===== src/rtl/multi_cycle_adder.sv =====
// multi_cycle_adder: WIDTH-bit adder that processes one CHUNK-bit slice per
// clock, least-significant slice first. It takes N = WIDTH/CHUNK ADD cycles
// per operation, followed by a single DONE cycle.
// Optional build macro MCA_SUBTRACT_EN adds a 'sub' input that selects
// X + ~Y + 1 in place of X + Y + cin.
// Reset is synchronous and active-low (rst_n).
module multi_cycle_adder #(
   parameter int WIDTH = 64,
   parameter int CHUNK = 16
) (
   input  logic             clk,
   input  logic             rst_n,
   input  logic             start,
   input  logic [WIDTH-1:0] X,
   input  logic [WIDTH-1:0] Y,
   input  logic             cin,
`ifdef MCA_SUBTRACT_EN
   input  logic             sub,
`endif
   output logic             busy,
   output logic             done,
   output logic [WIDTH-1:0] S,
   output logic             cout,
   output logic             overflow
);

   localparam int N     = WIDTH / CHUNK;
   localparam int CNT_W = (N > 1) ? $clog2(N) : 1;
   localparam logic [CNT_W-1:0] CNT_LAST = CNT_W'(N - 1);

   // Reject configurations the slice datapath cannot represent.
   if ((CHUNK < 1) || ((WIDTH % CHUNK) != 0)) begin : g_bad_cfg
      $error("multi_cycle_adder: WIDTH must be a positive multiple of CHUNK");
   end

   typedef enum logic [1:0] {
      IDLE = 2'd0,
      ADD  = 2'd1,
      DONE = 2'd2
   } state_t;

   state_t           state_reg;
   logic [CNT_W-1:0] cnt_reg;
   logic [WIDTH-1:0] x_reg;
   logic [WIDTH-1:0] y_reg;
   logic             carry_reg;
   logic [WIDTH-1:0] s_reg;
   logic             cout_reg;
   logic             ovf_reg;
   logic             busy_reg;
   logic             done_reg;

   // Operand B and carry-in as they should be latched on an accepted start.
   // Subtraction is folded in as inverted B with a forced carry-in of one.
   logic [WIDTH-1:0] y_load;
   logic             carry_load;

`ifdef MCA_SUBTRACT_EN
   // Select add or subtract operands for latching.
   always_comb begin
      y_load     = sub ? ~Y : Y;
      carry_load = sub ? 1'b1 : cin;
   end
`else
   // Add-only build: operands pass straight through.
   always_comb begin
      y_load     = Y;
      carry_load = cin;
   end
`endif

   // Slice adder working on the low CHUNK bits of the shifting operand registers.
   logic [CHUNK-1:0] slice_sum;
   logic             slice_cout;
   logic             slice_msb_cin;

   assign {slice_cout, slice_sum} = {1'b0, x_reg[CHUNK-1:0]}
                                  + {1'b0, y_reg[CHUNK-1:0]}
                                  + {{CHUNK{1'b0}}, carry_reg};

   // The carry into the top bit is recovered from that bit's sum and inputs.
   assign slice_msb_cin = x_reg[CHUNK-1] ^ y_reg[CHUNK-1] ^ slice_sum[CHUNK-1];

   // Operands shift right by one slice per ADD cycle, so the active slice
   // always sits at bit 0. The sum fills in from the top, so after N
   // slices every slice is in its final position.
   logic [WIDTH-1:0] x_next;
   logic [WIDTH-1:0] y_next;
   logic [WIDTH-1:0] s_next;

   if (N == 1) begin : g_single
      assign x_next = x_reg;
      assign y_next = y_reg;
      assign s_next = slice_sum;
   end else begin : g_multi
      assign x_next = {{CHUNK{1'b0}}, x_reg[WIDTH-1:CHUNK]};
      assign y_next = {{CHUNK{1'b0}}, y_reg[WIDTH-1:CHUNK]};
      assign s_next = {slice_sum, s_reg[WIDTH-1:CHUNK]};
   end

   // Control FSM and datapath registers. All outputs are registered.
   always_ff @(posedge clk) begin
      if (!rst_n) begin
         state_reg <= IDLE;
         cnt_reg   <= '0;
         x_reg     <= '0;
         y_reg     <= '0;
         carry_reg <= 1'b0;
         s_reg     <= '0;
         cout_reg  <= 1'b0;
         ovf_reg   <= 1'b0;
         busy_reg  <= 1'b0;
         done_reg  <= 1'b0;
      end else begin
         case (state_reg)
            IDLE, DONE: begin
               done_reg <= 1'b0;
               if (start) begin
                  x_reg     <= X;
                  y_reg     <= y_load;
                  carry_reg <= carry_load;
                  cnt_reg   <= '0;
                  busy_reg  <= 1'b1;
                  state_reg <= ADD;
               end else begin
                  state_reg <= IDLE;
               end
            end
            ADD: begin
               x_reg     <= x_next;
               y_reg     <= y_next;
               carry_reg <= slice_cout;
               s_reg     <= s_next;
               if (cnt_reg == CNT_LAST) begin
                  cout_reg  <= slice_cout;
                  ovf_reg   <= slice_cout ^ slice_msb_cin;
                  busy_reg  <= 1'b0;
                  done_reg  <= 1'b1;
                  state_reg <= DONE;
               end else begin
                  cnt_reg <= cnt_reg + 1'b1;
               end
            end
            default: begin
               busy_reg  <= 1'b0;
               done_reg  <= 1'b0;
               state_reg <= IDLE;
            end
         endcase
      end
   end

   assign busy     = busy_reg;
   assign done     = done_reg;
   assign S        = s_reg;
   assign cout     = cout_reg;
   assign overflow = ovf_reg;

endmodule


===== config.mk =====
export PLATFORM = sky130hd
export DESIGN_NAME = multi_cycle_adder
export DESIGN_NICKNAME = d
export VERILOG_FILES = /design/src/rtl/multi_cycle_adder.sv
export SDC_FILE = /design/constraint.sdc
export NUM_CORES = 1
export LEC_CHECK = 0
export BUFFER_PORTS_ARGS = -buffer_cell sky130_fd_sc_hd__buf_2
export CAP_MARGIN = 15
export CORE_MARGIN = 2
export CORE_UTILIZATION = 53
export DETAILED_ROUTE_END_ITERATION = 8
export PLACE_DENSITY = 0.79
export SLEW_MARGIN = 20
export SYNTH_ARGS = -nofsm -noshare
export SYNTH_HDL_FRONTEND = slang
export SYNTH_SLANG_ARGS = --single-unit

===== constraint.sdc =====
create_clock -name clk -period 2.6 [get_ports clk]
set_input_delay 0 -clock clk [delete_from_list [all_inputs] [get_ports clk]]
set_output_delay 0 -clock clk [all_outputs]
set_load 0.02 [all_outputs]

==> summary by stage <==
Floorplan
Once the floorplan was initialized, standard cells occupied ~54% of the core. The number of placed I/O pins is 200. The number of core rows is 45. The floorplan die area is roughly 17000 µm².

The placeable core region is around 15000 µm². The vertical die dimension is approximately 130 µm. In this run the horizontal extent of the chip is roughly 130 µm.

Critical path
Of all nets on the critical path, the largest fanout is 3. The launch instance of the worst register-to-register path is x_reg[0]. The worst-case reg-to-reg path depth is 8. The end of the worst register-to-register path is S[62]. The type of element launching the critical path is a flip-flop. Data on the critical path is required at its endpoint by 3.00 ns.

The slowest stage of the critical path belongs to the cell fa_2. The critical path goes through fa_2 > fa_2 > a211o_1 > a211o_1 > nand2_2 > a21oi_1 > xnor2_1 > a211oi_1. The critical setup path kind is reg2reg. The slack of the worst reg-to-reg path is around 0.18 ns. The data arrival time of the critical path is between 2 and 3 ns.

The family with the most delay on the worst path is compound AO/OA/AOI/OAI gates. The kind of end point of the critical path is a flip-flop. The number of buffer and inverter instances along the worst setup path is 0. The largest incremental delay on the critical path is between 0.4 and 0.5 ns.

Timing
The final number of hold-violating endpoints is 0. The worst path in the final design needs a cycle of 2.42 ns, including I/O delays and setup. Summed over all failing endpoints, the final setup total negative slack is 0 ns. The worst-margin pin slew is 0.585 ns. The worst path meets setup with approximately 0.18 ns of slack.

The highest clock frequency the design can meet is roughly 410 MHz. Setup repair after global routing left no endpoint under its margin. The worst clock skew is 0.0118 ns. The final clock period utilization by the worst path is 93.0%. The count of pins over their slew limit is 0. The headroom to the max-slew limit is between 60% and 70%. The number of endpoints failing setup at the final stage is 0. Hold is met by around 0.15 ns.

Power
The power per cell area is ~710 nW/µm². Registers are responsible for 44.4% of the overall power. The completed layout was analyzed and its total power is 0.00780 W. VDD sags by at most 0.000553 V. The combinational cell fraction of total power is approximately 17%. Summed over all cells, the static leakage comes to roughly 4.7 nW. The internal power consumption is about 0.0057 W.

For this design the total switching power over the nets is 0.00210 W. The share of total power dissipated in the clock network is between 30% and 40%. Of the total power, the share spent switching nets is between 20 and 30%.

Clocking
TritonCTS built the clock tree. The root buffer cell is clkbuf_16. Post-CTS timing repair inserted 0 buffers for setup. The insertion delay of the later-clocked pin in the worst-skew pair is 0.50 ns. The number of buffers on the longest clock path is 3. The number of CTS-inserted buffers is 21.

The clock transition time at the flip-flop clock pins of the worst setup and hold paths is about 0.06 ns. CTS built an H-tree with a depth of 1. Counting every sink on the clock net gives between 200 and 250.

Drt
The overall via count from detail_route is roughly 8400. The number of nets still failing antenna checks after routing is 0. Wires add up to approximately 26 mm. After detailed routing, the number of remaining DRC violations is 0. After the first detailed-routing iteration, the DRC count stood at approximately 800. The length of the first detailed-routing pass in iterations is 5. Using the TritonRoute via totals, the vias-per-cell ratio works out to around 5.8. The detail-routed net length per standard cell is roughly 18 µm.

Logic synthesis
Counting every net in the synthesized netlist gives 1151. The flip-flop and latch count after synthesis is 201. The synthesized area divided by synthesized cell count is roughly 8.3 µm². The cell area after synthesis is approximately 8300 µm². The Yosys warning count is 0. The number of distinct library cells after synthesis is 43. In the synthesized netlist, the number of instances is approximately 1000. The share of the Yosys chip area taken by registers is between 40 and 50%.

Placed design
The number of input and output port buffers inserted is around 200. At the end of routability-driven placement, the weighted congestion stood at 0.879. The post-place setup slack is approximately 0.07 ns.

The HPWL after detailed placement is 14.2 mm.

Cells and area
The commonest non-fill, non-tap cell in the layout is dfxtp_1. After the last flow step, the layout net total stands at around 1400. The share of post-route cells with drive strength above 1 is about a fifth.

Measured on the finished design, the core utilization comes to between 70 and 80%. The area growth from synthesis to layout is 33.1%. In the layout the commonest cells are 201 x dfxtp_1, 199 x buf_2, 147 x nor2_1.

GRT
The via count of the first global-routing pass was between 8000 and 9000. The first global-routing pass estimated around 40 mm of wire. The total congestion overflow after global routing is 0. The initial antenna violation count is 1.

The overall fraction of global-route tracks in use is about 30%. Entering global routing, the biggest net connects between 100 and 150 pins.

Worst hold path
The startpoint of the lowest-slack hold path is start. Along the worst hold path, the cell count comes to 4. The worst hold path terminates at x_reg[26]. The path class of the lowest-slack min-delay path is in2reg.

Flow run
The count of maximum capacitance violations is 0.

Run status
The flow ran to the end, and the final reports show no timing, DRC or antenna violations.
## worst register-to-register path: cells and delay by family, from the launching register on
family	cells	cell delay [ns]
xor gates and xnor gates	1	0.13
AOI/OAI and AO/OA	4	0.96
adders and majority gates	2	0.80
DFF	1	0.33
and+or+nand+nor	1	0.11
## power by group through the flow
stage	registers, W	logic, W	clock network, W
after CTS	0.00345	0.00129	0.00303
after floorplan	0.00346	0.000846	0
final	0.00347	0.00135	0.00299
after global placement	0.00350	0.00112	0
after global routing	0.00348	0.00146	0.00316
after detailed placement	0.00351	0.00112	0
## per-stage QoR
step | std cells | instance area [µm²]
after floorplan | 1001 | 8260
after global placement | 1278 | 9000
after detailed placement | 1278 | 9000
after CTS | 1442 | 11000
after global routing | 1442 | 11000
final | 1443 | 11000
## cell families (layout without fill, tap and decap cells)
family	Yosys count	count (layout)	share of synthesized area, %
AO/OA/AOI/OAI	254	254	19.3
XOR/XNOR	11	11	1.17
adder cells (fa/ha/maj)	18	18	2.91
buffers and inverters	126	379	8.19
flip-flops	201	201	48.7
multiplexers	1	1	0.136
other	0	1	0
AND/OR/NAND/NOR	390	390	19.6
## how the worst max path moves through the flow
stage | startpoint | endpoint | slack [ns] | depth (start not counted)
after global placement | x_reg[0] | S[62] | 0.09 | 8
final | x_reg[0] | S[62] | 0.18 | 8
after detailed placement | x_reg[0] | S[62] | 0.07 | 8
after CTS | x_reg[0] | S[62] | 0.02 | 8
after floorplan | x_reg[0] | S[62] | 0.21 | 8
after global routing | x_reg[0] | S[62] | 0.07 | 8
## repair_timing
action | in CTS | in global routing
resized for setup | 0 | 3
endpoints found under the setup margin | 0 | 4
hold endpoints to repair | 137 | 0
hold buffers | 130 | 0
## layout make-up
type / instances / area [µm²]
inverters: 3 / 16.3
well taps: 188 / 235
multi-input cells: 674 / 3610
flip-flops and latches: 201 / 4020
clock inverters: 3 / 68.8
diodes: 1 / 2.50
clock buffers: 31 / 613
fillers: 1061 / 4200
repair buffers: 342 / 2430
## Yosys cell counts, drive strengths merged
cell type,count,area share [%]
clkinv,1,0.045
nor3,99,6.0
a21boi,1,0.14
buf,78,6.0
o311ai,1,0.20
a31oi,1,0.076
nand2,128,5.8
o21bai,2,0.18
dfxtp,201,49
nand2b,4,0.30
ha,16,2.4
xnor2,11,1.2
o32ai,1,0.11
a211oi,6,0.61
fa,2,0.48
o21a,2,0.18
nor2b,3,0.23
o31ai,2,0.24
o211a,1,0.12
o21ai,18,1.2
o211ai,2,0.24
o22ai,96,7.3
a21o,5,0.47
clkbuf,45,2.0
nor2,148,6.7
a21oi,79,4.8
a22oi,33,3.0
inv,2,0.091
mux2,1,0.14
a311oi,2,0.29
nand3,8,0.48
a211o,2,0.21
## routing by layer
metal | track usage (%) | vias to the layer above | routed length, µm
li1 | - | 3947 | -
met3 | 6.11 | 89 | 2050
met5 | 0 | - | 0
met2 | 52.3 | 462 | 12600
met4 | 13.5 | 0 | 1100
met1 | 36.0 | 3906 | 10100
No activity file was read; power rests on OpenSTA's default activity.
